**src/rtl/icache_refill_wen_seq.sv**
```systemverilog
// icache refill write-enable sequencer: one registered one-hot bank enable
// per accepted refill beat (critical-word-first wrap), plus all-bank invalidate.
//
// Ports:
//   clk, rst_n        clock, async active-low reset
//   req_vld/req_rdy   request handshake (ready only in IDLE)
//   req_inv           1 = invalidate all banks, 0 = refill
//   req_start_idx     first bank of the refill
//   req_len           beat count, 0 encodes WIDTH
//   req_way           target way
//   beat_vld/beat_rdy refill data beat handshake (ready in BUSY, not flushing)
//   flush             abort a refill in progress
//   wr_en             bank write enable (one-hot, all-ones on invalidate)
//   wr_way_en         way write enable (one-hot, valid with wr_en)
//   done              pulses with the final wr_en of a request
module icache_refill_wen_seq #(
  parameter int WIDTH = 8,
  parameter int WAYS  = 4
) (
  input  logic                                   clk,
  input  logic                                   rst_n,
  input  logic                                   req_vld,
  output logic                                   req_rdy,
  input  logic                                   req_inv,
  input  logic [$clog2(WIDTH)-1:0]               req_start_idx,
  input  logic [$clog2(WIDTH):0]                 req_len,
  input  logic [((WAYS>1)?$clog2(WAYS):1)-1:0]   req_way,
  input  logic                                   beat_vld,
  output logic                                   beat_rdy,
  input  logic                                   flush,
  output logic [WIDTH-1:0]                       wr_en,
  output logic [WAYS-1:0]                        wr_way_en,
  output logic                                   done
);

  localparam int IW = $clog2(WIDTH);
  localparam int LW = IW + 1;
  localparam int WW = (WAYS > 1) ? $clog2(WAYS) : 1;

  typedef enum logic {IDLE, BUSY} state_t;

  state_t         state, state_n;
  logic [IW-1:0]  idx, idx_n;
  logic [LW-1:0]  rem, rem_n;
  logic [WW-1:0]  way, way_n;
  logic [WIDTH-1:0] wr_en_n;
  logic [WAYS-1:0]  way_en_n;
  logic           done_n;

  logic req_acc;
  logic beat_acc;
  logic flush_busy;

  assign req_rdy    = (state == IDLE);
  assign beat_rdy   = (state == BUSY) && !flush;
  assign req_acc    = req_vld && req_rdy;
  assign beat_acc   = beat_vld && beat_rdy;
  assign flush_busy = (state == BUSY) && flush;

  // The four events are mutually exclusive: requests are only taken in
  // IDLE, and beats are only taken in BUSY when not flushing.
  always_comb begin
    state_n  = state;
    idx_n    = idx;
    rem_n    = rem;
    way_n    = way;
    wr_en_n  = '0;
    way_en_n = '0;
    done_n   = 1'b0;
    unique case (1'b1)
      req_acc && req_inv: begin
        wr_en_n  = '1;
        way_en_n = WAYS'(1) << req_way;
        done_n   = 1'b1;
      end
      req_acc && !req_inv: begin
        state_n = BUSY;
        idx_n   = req_start_idx;
        rem_n   = (req_len == '0) ? LW'(WIDTH) : req_len;
        way_n   = req_way;
      end
      flush_busy: begin
        state_n = IDLE;
      end
      beat_acc: begin
        wr_en_n  = WIDTH'(1) << idx;
        way_en_n = WAYS'(1) << way;
        // explicit wrap keeps non-power-of-two bank counts correct
        idx_n    = (idx == IW'(WIDTH - 1)) ? '0 : idx + IW'(1);
        rem_n    = rem - LW'(1);
        if (rem == LW'(1)) begin
          done_n  = 1'b1;
          state_n = IDLE;
        end
      end
      default: ;
    endcase
  end

  always_ff @(posedge clk or negedge rst_n) begin
    if (!rst_n) begin
      state     <= IDLE;
      idx       <= '0;
      rem       <= '0;
      way       <= '0;
      wr_en     <= '0;
      wr_way_en <= '0;
      done      <= 1'b0;
    end else begin
      state     <= state_n;
      idx       <= idx_n;
      rem       <= rem_n;
      way       <= way_n;
      wr_en     <= wr_en_n;
      wr_way_en <= way_en_n;
      done      <= done_n;
    end
  end

`ifndef SYNTHESIS
  always_ff @(posedge clk) begin
    if (rst_n && req_acc && !req_inv)
      assert (32'(req_start_idx) < WIDTH)
        else $error("req_start_idx out of range");
    if (rst_n && req_acc)
      assert (32'(req_way) < WAYS)
        else $error("req_way out of range");
    if (rst_n)
      assert ($onehot0(wr_en) || (&wr_en))
        else $error("wr_en not one-hot");
    if (rst_n)
      assert ($onehot0(wr_way_en))
        else $error("wr_way_en not one-hot");
  end
`endif

endmodule
```
**config.mk**
```make
export PLATFORM = sky130hd
export DESIGN_NAME = icache_refill_wen_seq
export DESIGN_NICKNAME = d
export VERILOG_FILES = /design/src/rtl/icache_refill_wen_seq.sv
export SDC_FILE = /design/constraint.sdc
export NUM_CORES = 1
export LEC_CHECK = 0
export BUFFER_PORTS_ARGS = -buffer_cell sky130_fd_sc_hd__buf_2
export CAP_MARGIN = 15
export CORE_ASPECT_RATIO = 1.25
export CORE_MARGIN = 3
export CORE_UTILIZATION = 25
export CTS_BUF_LIST = sky130_fd_sc_hd__clkbuf_8
export CTS_CLUSTER_DIAMETER = 120
export CTS_CLUSTER_SIZE = 28
export DETAILED_ROUTE_END_ITERATION = 8
export GPL_ROUTABILITY_DRIVEN = 0
export PLACE_DENSITY_LB_ADDON = 0.15
export SLEW_MARGIN = 20
export SYNTH_ARGS = -nofsm -noshare
export SYNTH_HDL_FRONTEND = slang
export SYNTH_SLANG_ARGS = --single-unit
```
**constraint.sdc**
```tcl
create_clock -name clk -period 1.2 [get_ports clk]
set_input_delay 0.24 -clock clk [delete_from_list [all_inputs] [get_ports clk]]
set_output_delay 0.24 -clock clk [all_outputs]
set_load 0.02 [all_outputs]
```
# --- After elaboration in Yosys (flattened, before gate mapping) ---
# Cells that the tools add are included.
totals:
  regBits: 23
  in_bits: 15
  out_inout_bits: 15
  elab_cells: 38
op_classes:
  n_addsub: 2
  eq_ne: 3
  n_shift: 3
  muxes: 10
  bitwise: 1
  n_reduce_logical: 12
ops:
  columns: ["cell", "n"]
  rows:
  - ["case mux 4 bit (2 select lines)", 2]
  - ["case mux 8 bit (2 select lines)", 1]
  - ["left shift 1 x 2 -> 4 bit, first input constant", 2]
  - ["left shift 1 x 3 -> 8 bit, first input constant", 1]
  - ["logical AND 1 bit", 6]
  - ["case mux 3 bit (2 select lines)", 1]
  - ["equality test 4 x 1 -> 1 bit, second input constant", 1]
  - ["logical NOT 4 bit", 1]
  - ["2-to-1 mux 4 bit", 1]
  - ["subtractor 4 x 1 -> 4 bit, second input constant", 1]
  - ["adder 3 x 1 -> 3 bit, second input constant", 1]
  - ["equality test 3 bit, second input constant", 1]
  - ["2-to-1 mux 3 bit", 1]
  - ["case mux 1 bit (3 select lines)", 1]
  - ["nonzero test 3 bit", 1]
  - ["logical NOT 1 bit", 2]
  - ["2-to-1 mux 1 bit", 2]
  - ["inequality test 2 x 1 -> 1 bit, second input constant", 1]
  - ["case mux 1 bit (2 select lines)", 1]
  - ["AND reduction 2 bit", 1]
  - ["nonzero test 2 bit", 1]
  - ["inverter 1 bit", 1]

# --- Depth between registers and ports, before layout ---
depth:
  depth_word: 5
  ltp_mapped: 5
  ltp_nobuf: 5

# --- Worst setup path after synthesis ---
# No wires, ideal clock.
synth_path:
  path_kind: "register to register"
  startpoint: "register idx[0]"
  endpoint: "register idx[2]"
  setup_ns: 0.126
  arrival_time_ns: 1.154
  required_time_ns: 1.074
  slack_ns: -0.080
  path_stages_with_launch: 5
  n_path_buf: 0
  period_less_slack_ns: 1.280
  cell_sequence: "dfrtp_1 > ha_1 > ha_1 > nor2_1 > a221o_1"
synth_between:
  elab_chain_len: 3
  elab_cells_between_ends: 4
  cone_classes: "1 x add/sub; 1 x eq/ne; 2 x mux"
synth_lines:
  columns: ["item", "line", "rtl"]
  rows:
  - ["start: declaration", "43", "logic [IW-1:0] idx, idx_n;"]
  - ["start signal: assignment", "111", "idx <= idx_n;"]
  - ["adder 3 x 1 -> 3 bit / equality test 3 bit (equally long branches)", "89", "idx_n = (idx == IW'(WIDTH - 1)) ? '0 : idx + IW'(1);"]
  - ["2-to-1 mux 3 bit *", "89", null]
  - ["case mux 3 bit (2 select lines) *", "70", "unique case (1'b1)"]
# Mark *: on every way between the ends. The rest lies on a longest branch, timed or not.
# A chain may end at the register's enable or synchronous reset.

# --- Worst setup path in the final report ---
layout_path:
  startpoint: "register state"
  endpoint: "register idx[1]"
layout_between:
  elab_chain_len: 4
  elab_cells_between_ends: 7
  cone_classes: "1 x mux; 1 x bitwise; 5 x reduce/logical"
layout_lines:
  columns: ["item", "line", "rtl"]
  rows:
  - ["start: declaration", "42", "state_t state, state_n;"]
  - ["start signal: assignment", "110", "state <= state_n;"]
  - ["inverter 1 bit", "54", "assign req_rdy = (state == IDLE);"]
  - ["logical AND 1 bit", "56", "assign req_acc = req_vld && req_rdy;"]
  - ["logical AND 1 bit", "76", "req_acc && !req_inv: begin"]
  - ["case mux 3 bit (2 select lines) / nonzero test 2 bit (equally long branches)", null, null]
# Several ways; a longest one is shown, not always the timed one.

==> flow_summary_export.csv <==
group,metric,value,unit
final_layout,utilization,0.400,
final_layout,finalNetCount,177,
outcome,status,"finished, violations left",
flow_run,cap_violations,0,
clock_tree,clock-sinks,23,
clock_tree,cts_root_buffer,"clkbuf_8",
clock_tree,path_clk_slew,0.08,ns
min_path,hold_path_class,"in2reg",
route,ant_nets,0,
synth,synthesis.area,1120,µm²
grt,grt_max_degree,24,
route,drtIter0Drc,23,
sta,post-route-period-util,1.11,
sta,grt_setup_unrepaired,"true",
placement,io_buffers,29,
worst_setup_path,reg2reg_slack,-0.13,ns
power_and_ir_drop,seqPwrFrac,0.457,
worst_setup_path,start_kind,"flop",
worst_setup_path,end_kind,"flop",
synth,synth-edff-count,0,
synth,synth_top_area_share,0.515,
route,drtPass1Iterations,4,
synth,synth.area.top_cells,"dfrtp_1, ha_1, nand2_1",
final_layout,antenna_cells,0,
sta,clock_skew,0.00679,ns
sta,hold-worst-slack,0.214,ns
route,viasPerCell,4.42,
clock_tree,tritoncts,"done",
placement,hpwl,1.87,mm
worst_setup_path,critPathMaxFanout,8,
sta,min_period,1.33,ns
final_layout,fillCellCount,428,
sta,max_freq,752,MHz
floorplanning,initial_core_util,0.266,
min_path,min_delay_path_depth,2,
sta,worst_pin_slew,0.497,ns
synth,syn_avg_cell_area,11.0,µm²
synth,synth_top_cell_by_area,"dfrtp_1",
outcome,violations,"setup timing",
clock_tree,cts_buffers,3,
worst_setup_path,crit_arrival,1.47,ns
floorplanning,io_pins,30,
floorplanning,core,4200,µm²
sta,maxSlewViolCount,0,
final_layout,drive_above_1_share,0.516,
sta,hold_viol,0,
power_and_ir_drop,internal_power,1.50,mW
clock_tree,clk_path_buf_depth,2,
floorplanning,floorplan.rows,26,
power_and_ir_drop,p_per_area,1330,nW/µm²
floorplanning,die_area,5310,µm²
synth,ys_warn_count,0,
route,wl_per_cell,12.3,µm
grt,grt_pass1_wl,4.37,mm
power_and_ir_drop,clockPowerShare,0.208,
synth,synth_seq_area_share,0.515,
synth,synth_fp_nets,125,
power_and_ir_drop,p_sw_frac,0.326,
sta,setup_ws,-0.131,ns
power_and_ir_drop,p_leak,0.868,nW
sta,max_slew_margin,0.668,
grt,grt.total_usage,0.107,
synth,synthArstFlopShare,1.00,
grt,grt_pass1_vias,930,
worst_setup_path,rr_worst_depth,6,
worst_setup_path,cp.required,1.34,ns
placement,postPlaceCellArea,1440,µm²
sta,setup_viol,18,
route,vias,924,
clock_tree,cts.htree.levels,1,
final_layout,postLayoutCellArea,1680,µm²
power_and_ir_drop,pwr-share-comb,0.335,
route,drc,0,
grt,overflow,0,
route,wirelength,2.57,mm
floorplanning,die_w,65.8,µm
grt,antenna_found_initial,0,
synth,ys.flop_type,"dfrtp_1",
worst_setup_path,path_class,"reg2reg",
clock_tree,insertion_delay,0.26,ns
final_layout,area_growth,50.1,%
synth,ys_seq_elements,23,
synth,synthDistinctLibCells,28,
power_and_ir_drop,ir_drop,0.000422,V
power_and_ir_drop,switchingPower,0.726,mW
synth,syn_inst,102,
floorplanning,die_h,80.7,µm
[state kept, by name, indices dropped and copies added (netlist names)]
register   count
wr_en          8
rem            4
wr_way_en      4
idx            3
way            2
done           1
state          1
[kinds of logic (layout without fill, tap and decap cells)]
group                    after synthesis  after routing  synth area share
adder cells (fa/ha/maj)                8              8            0.0896
XOR/XNOR                               1              1           0.00784
AND/OR/NAND/NOR                       41             41             0.195
AO/OA/AOI/OAI                         14             14            0.0985
multiplexers                           5              5            0.0470
buffers and inverters                 10             61            0.0470
flip-flops                            23             23             0.515
[power groups by stage]
stage,registers (mW),logic (mW),clock network [mW]
after detailed placement,1.02,0.626,0
final,1.02,0.745,0.463
after CTS,1.01,0.701,0.491
after global routing,1.04,0.835,0.521
after global placement,1.01,0.627,0
after floorplan,1.06,0.320,0
[repair_timing]
item	CTS	global route
pin swaps	16	5
endpoints found under the setup margin	20	24
hold buffers	1	0
resized for setup	22	17
hold endpoints to repair	23	0
buffers inserted	4	4
[Yosys cell counts, drive strengths merged, types with 2 or more instances]
library cell and number:
dfrtp 23, nand2 12, nor2 9, ha 8
inv 7, nand3 7, a21o 4, a221o 3
buf 3, mux2i 3, nand3b 3, o21ai 3
and3b 2, mux2 2, nor3 2, nor3b 2
or3 2
[layout make-up]
class	count	area (µm²)	share of cell area
Clock buffer	3	41.3	0.0246
Inverter	7	28.8	0.0172
Timing Repair Buffer	50	369	0.220
Clock inverter	1	3.75	0.00224
Multi-Input combinational cell	69	587	0.350
Tap cell	56	70.1	0.0418
Sequential cell	23	577	0.344
[critical path: stages, from the launching register on]
cell and delay, ns:
dfrtp_2 0.45, buf_6 0.13, and3b_2 0.22, buf_12 0.13, buf_12 0.13, nand3b_1 0.08, o21ai_1 0.07
[cells in the final DEF (no fill, tap or decap), types with 2 or more instances in the layout]
master,n
a21o_1,4
a221o_1,3
buf_12,2
buf_2,27
buf_4,11
buf_6,9
clkbuf_8,3
dfrtp_1,22
ha_1,6
ha_2,2
inv_1,7
mux2_4,2
mux2i_1,3
nand2_1,5
nand2_2,7
nand3_1,4
nand3_2,3
nand3b_1,3
nor2_1,6
nor2_4,2
nor3_1,2
o21ai_1,2
[layer usage]
| metal | wire length (µm) | track usage | vias up |
|---|---|---|---|
| met5 | 0 | 0 | - |
| met4 | 38 | 0.0436 | 0 |
| met3 | 149 | 0.0263 | 4 |
| met2 | 1290 | 0.171 | 26 |
| met1 | 1090 | 0.138 | 440 |
| li1 | - | - | 454 |
[final timing paths]
path | to | start
setup / recovery | idx[1] | state
max in group asynchronous | state | rst_n
hold reg to reg | rem[3] | rem[3]
setup reg to reg | idx[1] | state
hold / removal | idx[2] | req_start_idx[2]
min in group asynchronous | rem[3] | rst_n
[stage by stage]
step | instances | TNS, ns | power, mW | setup WS [ns]
2_1_floorplan | 102 | -0.111 | 1.38 | -0.0433
3_3_place_gp | 197 | -0.607 | 1.64 | -0.0921
3_5_place_dp | 197 | -1.06 | 1.65 | -0.148
4_1_cts | 206 | -1.48 | 2.20 | -0.144
5_1_grt | 209 | -2.65 | 2.40 | -0.185
6_report | 209 | -1.38 | 2.22 | -0.131
Note: power is estimated with default switching activity, not from simulation.
